--- config.mk ---
export PLATFORM = sky130hd
export DESIGN_NAME = fetch_sequencer
export DESIGN_NICKNAME = d
export VERILOG_FILES = /design/src/rtl/fetch_pkg.sv /design/src/rtl/sat_updown_counter.sv /design/src/rtl/fetch_sequencer.sv
export SDC_FILE = /design/constraint.sdc
export NUM_CORES = 1
export LEC_CHECK = 0
export CAP_MARGIN = 5
export CORE_UTILIZATION = 32
export DETAILED_ROUTE_END_ITERATION = 12
export PLACE_DENSITY = 0.88
export RECOVER_POWER = 50
export SYNTH_ARGS = -nofsm -noshare
export SYNTH_HDL_FRONTEND = slang
export SYNTH_SLANG_ARGS = --single-unit
--- constraint.sdc ---
create_clock -name clk -period 2.5 [get_ports clk]
set_input_delay 0.625 -clock clk [delete_from_list [all_inputs] [get_ports clk]]
set_output_delay 0.625 -clock clk [all_outputs]
set_load 0.01 [all_outputs]
--- src/rtl/fetch_pkg.sv ---
// fetch_pkg: shared widths, default reset PC and fetch FSM state encoding
package fetch_pkg;
  localparam int INST_WIDTH = 32;
  localparam int ADDR_WIDTH = 32;
  localparam logic [ADDR_WIDTH-1:0] DEFAULT_RESET_PC = 32'h0000_0000;
  typedef enum logic [1:0] {S_RESET, S_FETCH, S_DRAIN} fetch_state_e;
endpackage

--- src/rtl/sat_updown_counter.sv ---
// sat_updown_counter: saturating up/down counter with load (clk, rst, inc, dec, load, load_val -> count); over/underflow asserted
module sat_updown_counter #(
  parameter int W = 4,
  parameter int MAX = 8,
  parameter int RST_VAL = 0
) (
  input  logic         clk,
  input  logic         rst,
  input  logic         inc,
  input  logic         dec,
  input  logic         load,
  input  logic [W-1:0] load_val,
  output logic [W-1:0] count
);
  localparam logic [W-1:0] MAXV = W'(MAX);
  logic up, dn;
  always_comb begin
    up = inc && !dec && count != MAXV;
    dn = dec && !inc && count != '0;
  end
  always_ff @(posedge clk) begin
    if (rst) begin
      count <= W'(RST_VAL);
    end else begin
      count <= load ? load_val : up ? count + W'(1) : dn ? count - W'(1) : count;
      if (!load) begin
        assert (!(inc && !dec && count == MAXV)) else $error("sat_updown_counter overflow");
        assert (!(dec && !inc && count == '0)) else $error("sat_updown_counter underflow");
      end
    end
  end
endmodule

--- src/rtl/fetch_sequencer.sv ---
// fetch_sequencer: fetch PC owner; issues I-cache requests (icache_req_*) within IQ credits/outstanding limits, forwards responses to iq_wr_*, flushes on redirect_*
module fetch_sequencer
  import fetch_pkg::*;
#(
  parameter logic [ADDR_WIDTH-1:0] RESET_PC = DEFAULT_RESET_PC,
  parameter int IQ_DEPTH = 8,
  parameter int MAX_OUTSTANDING = 4
) (
  input  logic                  clk,
  input  logic                  rst,
  input  logic                  redirect_valid,
  input  logic [ADDR_WIDTH-1:0] redirect_pc,
  output logic                  icache_req_valid,
  output logic [ADDR_WIDTH-1:0] icache_req_pc,
  input  logic                  icache_req_ready,
  input  logic                  icache_resp_valid,
  input  logic [ADDR_WIDTH-1:0] icache_resp_pc,
  input  logic [INST_WIDTH-1:0] icache_resp_data,
  output logic                  iq_wr_valid,
  output logic [ADDR_WIDTH-1:0] iq_wr_pc,
  output logic [INST_WIDTH-1:0] iq_wr_data,
  output logic                  iq_flush,
  input  logic                  iq_pop
);
  localparam int CW = $clog2(IQ_DEPTH + 1);
  localparam int OW = $clog2(MAX_OUTSTANDING + 1);
  localparam logic [CW-1:0] C_MAX = CW'(IQ_DEPTH);
  localparam logic [OW-1:0] O_MAX = OW'(MAX_OUTSTANDING);
  fetch_state_e state, state_nxt;
  logic [ADDR_WIDTH-1:0] pc;
  logic [CW-1:0] credits;
  logic [OW-1:0] outstanding, out_nxt;
  logic redir, accept;
  // A redirect arriving before the first fetch has nothing to cancel, so it is ignored in RESET.
  always_comb begin
    redir = redirect_valid && state != S_RESET;
    icache_req_valid = state == S_FETCH && credits != '0 && outstanding < O_MAX && !redir;
    accept = icache_req_valid && icache_req_ready;
    icache_req_pc = pc;
    iq_wr_valid = icache_resp_valid && state == S_FETCH && !redir;
    iq_wr_pc = icache_resp_pc;
    iq_wr_data = icache_resp_data;
    iq_flush = redir;
    out_nxt = outstanding + OW'(accept) - OW'(icache_resp_valid);
    state_nxt = state == S_RESET ? S_FETCH :
                (state == S_FETCH && !redir) ? S_FETCH :
                out_nxt == '0 ? S_FETCH : S_DRAIN;
  end
  always_ff @(posedge clk) begin
    if (rst) begin
      state <= S_RESET;
      pc <= RESET_PC;
    end else begin
      state <= state_nxt;
      pc <= redir ? redirect_pc : accept ? pc + 32'd4 : pc;
    end
  end
  sat_updown_counter #(.W(CW), .MAX(IQ_DEPTH), .RST_VAL(IQ_DEPTH)) u_credits (
    .clk(clk), .rst(rst), .inc(iq_pop && !redir), .dec(accept),
    .load(redir), .load_val(C_MAX), .count(credits)
  );
  sat_updown_counter #(.W(OW), .MAX(MAX_OUTSTANDING), .RST_VAL(0)) u_outstanding (
    .clk(clk), .rst(rst), .inc(accept), .dec(icache_resp_valid),
    .load(1'b0), .load_val('0), .count(outstanding)
  );
endmodule

==> metrics, run 1 <==
run status=completed; simple-gate share of the synthesized area=0.2085; Die Y-Extent=95.78 um; M3 GR Usage=0.04660; type of the worst setup path=reg2reg; transition time of the tightest slew-check pin=0.5894 ns; number of max-slew violations in the final report=0; Worst Path Max Fanout=6; average size of a mapped cell=8.133 um^2; most frequently used flop master after synthesis=sky130_fd_sc_hd__dfxtp_1; routability cong.=0.7740; Die Width=95.78 um; final cell count without fillers=484; top cells by instance count after synthesis=sky130_fd_sc_hd__buf_4, sky130_fd_sc_hd__dfxtp_1, sky130_fd_sc_hd__o21ai_0; number of detailed-route iterations in the first pass=4; H-tree Lvls=2; critical path required time=2.69 ns; number of enable flip-flop cells after synthesis=0; global routing's busiest layer=met2; number of filler instances in the final layout=827; clk root buf=sky130_fd_sc_hd__clkbuf_8; Rel. slew slack=0.6015; skew final=0.01224 ns; multi-input gate area in the final layout=0.001489 mm^2; IO buf count=72; signed area change from the synthesized netlist to the final layout=25.26%; compound-gate portion of the synthesized area=0.1494; Inst Count DP=474; total routing usage reported by global routing=0.1629; min-delay worst type=reg2reg; clock-pin slew of the registers on the worst-case setup and hold paths=0.09 ns; CTS buffer count=5; fraction of registers with async set or reset after synthesis=0; nature of the critical path startpoint=flop; hpwl dp=5511 um; share of the cycle needed by the critical path after routing=0.9931; wire length of the first global-routing pass=11700 um; DIE AREA=0.009173 mm^2; pwr dens=691.3 mW/mm^2; overall overflow remaining after global route=0; Antenna Violating Nets Remaining=0; library cell with the highest instance count after synthesis=sky130_fd_sc_hd__buf_4; clock latency on the worst-skew pair=0.29 ns; GR met2 Demand/Resource=0.2702; drt via density=5.318; Bufs on Longest Clock Path=2; share of the synthesized area in the top cell type=0.2917; post-synthesis net count=456; type of element capturing the critical path=flop; final period demand of the worst path=2.483 ns; FF/Latch Area=820.8 um^2; post-DR wirelength/cell=15.21 um; unrepaired setup endpoints after global routing=yes; share of synthesized area spent on multiplexers=0.01423; sum of routed wire length over all layers=7361 um; number of max-cap violations=0; Initial Utilization=0.3357; number of warnings reported in the yosys synthesis log=0; fraction of the mapped netlist area in adder cells=0.04357; Cells after Synth=346; Ports=201; peak clock frequency supported by timing=402.8 MHz; register bit count reported by yosys=41; Global Route met1 Usage=0.1933; count of endpoints failing setup in the final report=0; total negative setup slack=0 ns; post-synth cell types=41; maximum number of pins on one net before global-route repair=49; number of standard-cell rows in the floorplan=33; vias in the first global route=2521; worst hold margin=0.4663 ns; drt first-iter violations=100; largest cells by area after synthesis=sky130_fd_sc_hd__dfxtp_1, sky130_fd_sc_hd__buf_4, sky130_fd_sc_hd__o21ai_0, sky130_fd_sc_hd__a21oi_1, sky130_fd_sc_hd__xnor2_1; final hold vios=0; worst hold stages=2; xor-xnor portion of the synthesized cell area=0.09337; Antenna Cells=0; Post-Syn Area=0.002814 mm^2; clk sink count=41; number of antenna violations at the first check in global routing=0; nets@finish=488; R2R cell count=9; Core Area=0.008382 mm^2; worst supply voltage drop on vdd=298.7 uV; fraction of final layout cells with drive strength greater than 1=0.1266; dominant combinational cell family by area after synthesis=simple AND/OR/NAND/NOR gates; number of vias in the routed layout=2574; standby leakage power=1.235 nW; number of remaining DRC errors=0; portion of the post-synthesis area used by sequential elements=0.2917; CTS tree=done; worst endpoint data arrival time=2.67 ns; cell taking the most area after synthesis=sky130_fd_sc_hd__dfxtp_1
[placed cells by master (no fill, tap or decap), drive strengths merged, types with 4 or more instances in the layout]
cell	Yosys	layout
nand3	17	17
clkdlybuf4s50	0	66
ha	5	5
or4	4	4
xor2	14	14
clkbuf	10	7
nand2	16	16
xnor2	16	16
or3	8	8
and4	5	5
o21ai	32	32
dfxtp	41	41
nor4	8	8
nor3	8	8
nor2	14	14
buf	65	28
inv	9	9
nand4	11	11
a21oi	29	29
mux2i	4	4
a31oi	5	5
[registers in the layout, indices dropped and copies added (netlist names)]
name	count
u_credits.count	4
u_outstanding.count	3
state	2
icache_req_pc	32
[cells by family (layout without fill, tap and decap cells)]
family          after synthesis  after routing
simple gates                102            102
buf+inv                      85            118
compound gates               76             76
flops                        41             41
xor+xnor                     30             30
fa+ha+maj                     8              8
mux                           4              4
[worst max-delay path, cell delays in order, from the launching register on]
cell and delay (ns):
sky130_fd_sc_hd__dfxtp_1 0.32, sky130_fd_sc_hd__buf_4 0.16, sky130_fd_sc_hd__nor4b_1 0.56, sky130_fd_sc_hd__a31oi_4 0.05, sky130_fd_sc_hd__nand3_1 0.13, sky130_fd_sc_hd__ha_1 0.25
sky130_fd_sc_hd__a21o_1 0.19, sky130_fd_sc_hd__a21oi_2 0.19, sky130_fd_sc_hd__o311ai_0 0.16, sky130_fd_sc_hd__a311o_1 0.36
[final cells by class]
cell class | instances | area share
well taps | 105 | 0.03727
multi-input cells | 220 | 0.4224
inverters | 10 | 0.01065
repair buffers | 100 | 0.2627
flip-flops and latches | 41 | 0.2329
clock buffers | 6 | 0.02343
clock inverters | 2 | 0.01065
[per-stage QoR]
stage            util  setup WS (ns)  instance area, um^2  total power, mW
3_3_place_gp   0.4016        -0.4647                 3366            1.747
2_1_floorplan       -       -0.02322                 2835            1.477
3_5_place_dp   0.4016        -0.5494                 3366            1.809
4_1_cts        0.4168        0.01466                 3493            2.391
5_1_grt        0.4205       -0.08734                 3525            2.582
6_report       0.4205        0.01722                 3525            2.437
[routing by layer]
layer  vias up  routed length (um)  part of all wire
li1       1233                   -                 -
met5         -                   0                 0
met1      1196                3113              0.42
met4         0                 219             0.030
met3        38                 555             0.075
met2       107                3473              0.47
[timing repair]
action                                  in CTS  in global routing
hold buffers                                 0                  0
buffers inserted                             1                  1
pin swaps                                    1                  4
endpoints found under the setup margin      11                  6
cloned                                       0                  0
gates resized for setup                      4                  8
[worst paths after layout]
| path | slack (ns) | end | startpoint |
|---|---|---|---|
| setup / recovery | 0.02 | u_credits.count[3]$_SDFFE_PP1P_ | u_credits.count[1]$_SDFFE_PP0P_ |
| hold / removal | 0.47 | icache_req_pc[0]$_SDFFE_PP0P_ | icache_req_pc[0]$_SDFFE_PP0P_ |
| setup reg to reg | 0.02 | u_credits.count[3]$_SDFFE_PP1P_ | u_credits.count[1]$_SDFFE_PP0P_ |
| hold reg to reg | 0.47 | icache_req_pc[0]$_SDFFE_PP0P_ | icache_req_pc[0]$_SDFFE_PP0P_ |
[power by group]
part	leakage [nW]	internal, mW	switching [mW]
clock network	0.0574	0.325	0.245
logic	0.840	0.522	0.452
registers	0.338	0.759	0.135
total	1.24	1.61	0.831
Note: power is estimated with default switching activity, not from simulation.
==> run 2: changes to the inputs <==
--- a/config.mk
+++ b/config.mk
@@ -6,10 +6,11 @@
 export NUM_CORES = 1
 export LEC_CHECK = 0
 export CAP_MARGIN = 5
-export CORE_UTILIZATION = 32
+export CORE_UTILIZATION = 33
 export DETAILED_ROUTE_END_ITERATION = 12
 export PLACE_DENSITY = 0.88
 export RECOVER_POWER = 50
 export SYNTH_ARGS = -nofsm -noshare
 export SYNTH_HDL_FRONTEND = slang
+export SYNTH_HIERARCHICAL = 1
 export SYNTH_SLANG_ARGS = --single-unit
==> run 2 against run 1 <==
Power decreased by 6.8%. Highest routed layer unchanged. Cell count rose by 9.7%. Non-clock buffer count grew 1. Largest power group unchanged. Maximum frequency is 1.8% higher. Combinational power decreased by 3.5%. Critical path type unchanged. Core utilization increased by 1.3 points. Register-to-register slack better by 0.04 ns. Flip-flop and latch count stayed put. Global-route usage up 1.6 points. Clock skew down 0.00080 ns. The run now ends with DRC left. Largest cell class unchanged. Cell area is 8.8% higher.
==> metrics, run 2 <==
run status=finished with violations; violated checks=DRC; largest cells by area after synthesis=sky130_fd_sc_hd__dfxtp_1, sky130_fd_sc_hd__buf_4, sky130_fd_sc_hd__xnor2_1, sky130_fd_sc_hd__a211oi_1, sky130_fd_sc_hd__nor2_1; top cells by instance count after synthesis=sky130_fd_sc_hd__buf_4, sky130_fd_sc_hd__dfxtp_1, sky130_fd_sc_hd__nor2_1; worst hold stages=2; hpwl dp=6355 um; drt first-iter violations=173; final hold vios=0; Antenna Cells=0; IO buf count=72; min-delay worst type=reg2reg; type of the worst setup path=reg2reg; type of element capturing the critical path=flop; total negative setup slack=0 ns; Die Width=98.30 um; Post-CTS Setup Inserts=0; number of warnings reported in the yosys synthesis log=6; setup slack of the most critical reg-to-reg path=0.06 ns; peak clock frequency supported by timing=410.1 MHz; skew final=0.01144 ns; post-route core utilization=0.4333; DIE AREA=0.009663 mm^2; Cells after Synth=381; beginning of the worst register-to-register path=u_credits/count[0]$_SDFFE_PP0P_; total routing usage reported by global routing=0.1785; Post-Syn Area=0.003060 mm^2; number of detailed-route iterations in the first pass=10; maximum number of pins on one net before global-route repair=58; clk sink count=41; Initial Utilization=0.3459; post-DR wirelength/cell=15.96 um; Global Route met1 Usage=0.1863; signed area change from the synthesized netlist to the final layout=25.27%; Worst Path Max Fanout=5; sum of routed wire length over all layers=8476 um; register bit count reported by yosys=41; share of the cycle needed by the critical path after routing=0.9753; commonest non-fill, non-tap cell in the layout=sky130_fd_sc_hd__clkdlybuf4s50_1; library cell with the highest instance count after synthesis=sky130_fd_sc_hd__buf_4; GR met2 Demand/Resource=0.3332; number of remaining DRC errors=16; clk root buf=sky130_fd_sc_hd__clkbuf_8; Hold Path Origin=icache_req_pc[0]$_SDFFE_PP0P_; overall overflow remaining after global route=0; R2R cell count=7; number of max-slew violations in the final report=0; cell taking the most area after synthesis=sky130_fd_sc_hd__dfxtp_1; Ports=201; drt via density=5.322; Die Y-Extent=98.30 um; global routing's busiest layer=met2; count of endpoints failing setup in the final report=0; max reg flops=32; Endpoint, Worst Hold=icache_req_pc[0]$_SDFFE_PP0P_; post-synth cell types=57; standby leakage power=1.371 nW; number of enable flip-flop cells after synthesis=0; Antenna Violating Nets Remaining=0; nets@finish=532; most frequent cells in the layout=sky130_fd_sc_hd__clkdlybuf4s50_1, sky130_fd_sc_hd__dfxtp_1, sky130_fd_sc_hd__nor2_1, sky130_fd_sc_hd__nand2_1, sky130_fd_sc_hd__buf_4; worst endpoint data arrival time=2.63 ns; vias in the first global route=2920; nature of the critical path startpoint=flop; H-tree Lvls=2; most frequently used flop master after synthesis=sky130_fd_sc_hd__dfxtp_1; number of antenna violations at the first check in global routing=0; clock latency on the worst-skew pair=0.30 ns; fraction of final layout cells with drive strength greater than 1=0.1489; transition time of the tightest slew-check pin=0.5572 ns; critical path required time=2.70 ns; number of standard-cell rows in the floorplan=34; routability cong.=0.8191; CTS tree=done; Core Area=0.008848 mm^2; portion of the post-synthesis area used by sequential elements=0.2682; fraction of registers with async set or reset after synthesis=0; CTS buffer count=5; capturing point of the worst reg2reg path=icache_req_pc[29]$_SDFFE_PP0P_; pwr dens=592.7 mW/mm^2; number of vias in the routed layout=2826; share of the synthesized area in the top cell type=0.2682; Bufs on Longest Clock Path=2; final period demand of the worst path=2.438 ns; clock-pin slew of the registers on the worst-case setup and hold paths=0.08 ns; wire length of the first global-routing pass=13910 um; worst supply voltage drop on vdd=245.9 uV; number of max-cap violations=0; Rel. slew slack=0.6286; M3 GR Usage=0.03508; average size of a mapped cell=8.033 um^2; Overall Power=2.272 mW; Critical Path Start=u_credits/count[0]$_SDFFE_PP0P_
run 2: cell count changes after synthesis, moves of 5 or more:
cell and change:
sky130_fd_sc_hd__nor2_1 +25, sky130_fd_sc_hd__o21ai_0 -25, sky130_fd_sc_hd__a21oi_1 -22, sky130_fd_sc_hd__a211oi_1 +17, sky130_fd_sc_hd__nand2_1 +11, sky130_fd_sc_hd__nand3_1 -9
sky130_fd_sc_hd__xor2_1 -7, sky130_fd_sc_hd__clkbuf_1 +6, sky130_fd_sc_hd__nor3_1 +6, sky130_fd_sc_hd__xnor2_1 +6, sky130_fd_sc_hd__a311oi_1 +5
run 2: layer usage:
layer | vias up | wire length (um) | share of wire
met5 | - | 0 | 0
met4 | 0 | 282 | 0.033
met3 | 35 | 622 | 0.073
met2 | 117 | 4334 | 0.51
met1 | 1318 | 3237 | 0.38
li1 | 1356 | - | -
run 2: kinds of logic (layout without fill, tap and decap cells):
logic type / after synthesis / in the layout / synth area share
adder cells (fa/ha/maj): 8 / 8 / 0.04007
AND/OR/NAND/NOR: 143 / 143 / 0.2486
other: 2 / 15 / 0.002454
multiplexers: 4 / 4 / 0.01349
XOR/XNOR: 29 / 29 / 0.08299
buffers and inverters: 90 / 119 / 0.1889
flip-flops: 41 / 41 / 0.2682
AO/OA/AOI/OAI: 64 / 64 / 0.1554
run 2: power by group:
| group | total (mW) | switching, mW | internal [mW] |
|---|---|---|---|
| clock | 0.476 | 0.251 | 0.224 |
| combinational | 0.939 | 0.447 | 0.492 |
| sequential | 0.857 | 0.111 | 0.747 |
run 2: metrics by stage:
stage | setup WS [ns] | std cells | cell area (um^2) | hold WS (ns)
finish | 0.06183 | 531 | 3834 | 0.4524
global route | -0.0004197 | 531 | 3834 | 0.4880
CTS | 0.01139 | 531 | 3827 | 0.4589
detailed placement | -0.5746 | 523 | 3709 | 0.4475
global placement | -0.4486 | 523 | 3709 | 0.4416
floorplan | -0.07700 | 394 | 3173 | 0.4805
run 2: critical path, cell delays in order, from the launching register on:
cell and delay [ns]:
sky130_fd_sc_hd__dfxtp_1 0.36, sky130_fd_sc_hd__buf_4 0.17, sky130_fd_sc_hd__nor4_1 0.08, sky130_fd_sc_hd__buf_4 0.15
sky130_fd_sc_hd__or3_4 0.34, sky130_fd_sc_hd__or4_4 0.52, sky130_fd_sc_hd__or4_1 0.42, sky130_fd_sc_hd__a311oi_1 0.30
run 2: repair_timing:
item	CTS	global route
resized for setup	12	4
endpoints found under the hold margin	0	0
pin swaps	4	2
hold buffers	0	0
setup endpoints to repair	10	3
gates cloned	0	0
run 2: layout make-up:
| type | instances | area [um^2] |
|---|---|---|
| clock inverter | 2 | 13.76 |
| clock buffer | 6 | 82.58 |
| inverter | 10 | 37.54 |
| multi-input combinational | 263 | 1797 |
| sequential | 41 | 820.8 |
| fill | 858 | 5015 |
| tap | 108 | 135.1 |
| timing repair buffer | 101 | 947.2 |
run 2: how the worst max path moves through the flow:
stage                                          endpoint  slack [ns]  cells past startpoint
global route                           icache_req_valid     -0.0004                      4
CTS                     u_credits/count[3]$_SDFFE_PP1P_        0.01                     11
finish                   icache_req_pc[29]$_SDFFE_PP0P_        0.06                      7
detailed placement                  state[0]$_SDFF_PP0_       -0.57                     12
floorplan           u_outstanding/count[2]$_SDFFE_PP0P_       -0.08                     10
global placement                    state[0]$_SDFF_PP0_       -0.45                     12
==> RTL change (config.mk and constraints of run 2) <==
Re-encode `fetch_state_e` (3 states) as one-hot, 3 bits wide.
--- a/src/rtl/fetch_pkg.sv
+++ b/src/rtl/fetch_pkg.sv
@@ -3,6 +3,6 @@
   localparam int INST_WIDTH = 32;
   localparam int ADDR_WIDTH = 32;
   localparam logic [ADDR_WIDTH-1:0] DEFAULT_RESET_PC = 32'h0000_0000;
-  typedef enum logic [1:0] {S_RESET, S_FETCH, S_DRAIN} fetch_state_e;
+  typedef enum logic [2:0] {S_RESET = 3'b001, S_FETCH = 3'b010, S_DRAIN = 3'b100} fetch_state_e;
 endpackage
 
Behaviour: no difference found for any inputs over 10 cycles, from zero or initial values and one cycle with rst high; not proved beyond that.
==> RTL change against run 2 <==
The flow finishes with violations (setup timing). Synthesized cell count down 1.8%. Global-route usage down 1.0 points. Area after synthesis is 1.4% higher. Final area is 4.3% higher. Total power fell by 6.0%. Sequential cell count rose by 1. Setup slack worse by 0.20 ns. Register-to-register slack lost 0.18 ns. Die area increased by 1.4%. Routed wire length fell by 2.1%. Sequential share of layout area decreased by 0.27 points. Critical path type is now primary input to flop. Critical endpoint is now state[2]$_SDFF_PP0_. Largest cell class unchanged. Largest power group is now sequential cells.
==> RTL change: results <==
group,metric,value,unit
cts,post_cts_buffers,5,
setup_path,r2r_end,"state[2]$_SDFF_PP0_",
global_route,grtUsageTotal,16.8,%
finish,finalNonFillerCells,534,
place,io_buffers,72,
global_route,antenna_found_initial,0,
synth,ys_seq_area_share,27.1,%
global_route,grt_pass1_wl,13.5,mm
run_status,status,"finished, violations left",
place,place_congestion,0.802,
route,viasPerCell,5.22,
setup_path,crit_end,"state[2]$_SDFF_PP0_",
run_status,violations,"setup timing",
setup_path,cp_data_arrival_time,2.83,ns
sta,setup_tns,-0.254,ns
place,dp_cells,520,
route,drt-initial-drc-count,252,
sta,fin_skew,0.00934,ns
setup_path,critPathLaunch,"redirect_valid",
min_path,min_to,"icache_req_pc[0]$_SDFFE_PP0P_",
sta,setup_viol,3,
power_and_ir_drop,ir_drop,0.192,mV
setup_path,cpPeakStageDelay,0.35,ns
synth,synthTopCellsByCount,"66 x buf_4, 42 x dfxtp_1, 41 x nor2_1",
place,placed_cell_area,3740,µm²
setup_path,reg2reg_from,"state[0]$_SDFF_PP1_",
setup_path,crit_fanout,2,
place,place_ws,-0.793,ns
place,hpwl,6.06,mm
setup_path,path_delay_family,"adder cells",
global_route,grt_max_degree,45,
global_route,grt_pass1_vias,2808,
synth,synth_area_leaders,"dfxtp_1 27%, buf_4 16%, nor2_1 5.0%",
cts,cts_resized,19,
route,totalWireLength,8.30,mm
finish,drive_above_1_share,20.1,%
power_and_ir_drop,leakagePower,1.51,nW
setup_path,ff2ff_path_depth,10,
sta,fin_ws,-0.138,ns
synth,ys_types,66,
setup_path,cp_slowest_cell,"fa_2",
route,firstDrtPassIters,8,
synth,netlist_instances,374,
## RTL change: changes by cell type after synthesis, sizes merged, moves of 3 or more
cell / before / now
buf: 64 / 67
xor2: 7 / 14
or4: 5 / 1
clkbuf: 16 / 11
a211oi: 20 / 17
nand2: 27 / 23
and3: 2 / 7
nor3: 14 / 7
xnor2: 22 / 10
o21ai: 9 / 12
a21oi: 8 / 12
o41ai: 4 / 1
nand3: 8 / 12
## RTL change: metrics by stage
| stage | hold WS (ns) | utilization, % |
|---|---|---|
| finish | 0.467 | 43.5 |
| global route | 0.497 | 43.5 |
| global placement | 0.443 | 40.7 |
| CTS | 0.467 | 42.9 |
| floorplan | 0.481 | - |
| detailed placement | 0.456 | 40.7 |
## RTL change: power breakdown
group | internal, W | total, W | switching [W]
Combinational | 0.000403 | 0.000728 | 0.000326
Sequential | 0.000749 | 0.000854 | 0.000105
Clock | 0.000298 | 0.000552 | 0.000254
Total | 0.00145 | 0.00213 | 0.000685
## RTL change: layout make-up
type | count | area [µm²]
fillers | 853 | 5200
multi-input cells | 258 | 1880
repair buffers | 106 | 992
flip-flops and latches | 42 | 846
well taps | 111 | 139
clock buffers | 6 | 72.6
clock inverters | 2 | 37.5
inverters | 9 | 33.8
## RTL change: metal layers
layer  track usage (%)  routed length, µm
met5                 0                  0
met3              4.68                579
met4              6.66                191
met2              28.6               4010
met1              20.0               3520
## RTL change: logic make-up (layout without fill, tap and decap cells)
family                     count (synthesis)  after routing  share of synthesized area (%)
adders and majority gates                  8              8                           3.95
xor gates and xnor gates                  24             24                           6.77
and+or+nand+nor                          138            138                           25.5
muxes                                      4              4                           1.33
DFF                                       42             42                           27.1
AOI/OAI and AO/OA                         69             69                           16.4
other                                      2             15                          0.242
buffers and inverters                     87            123                           18.7
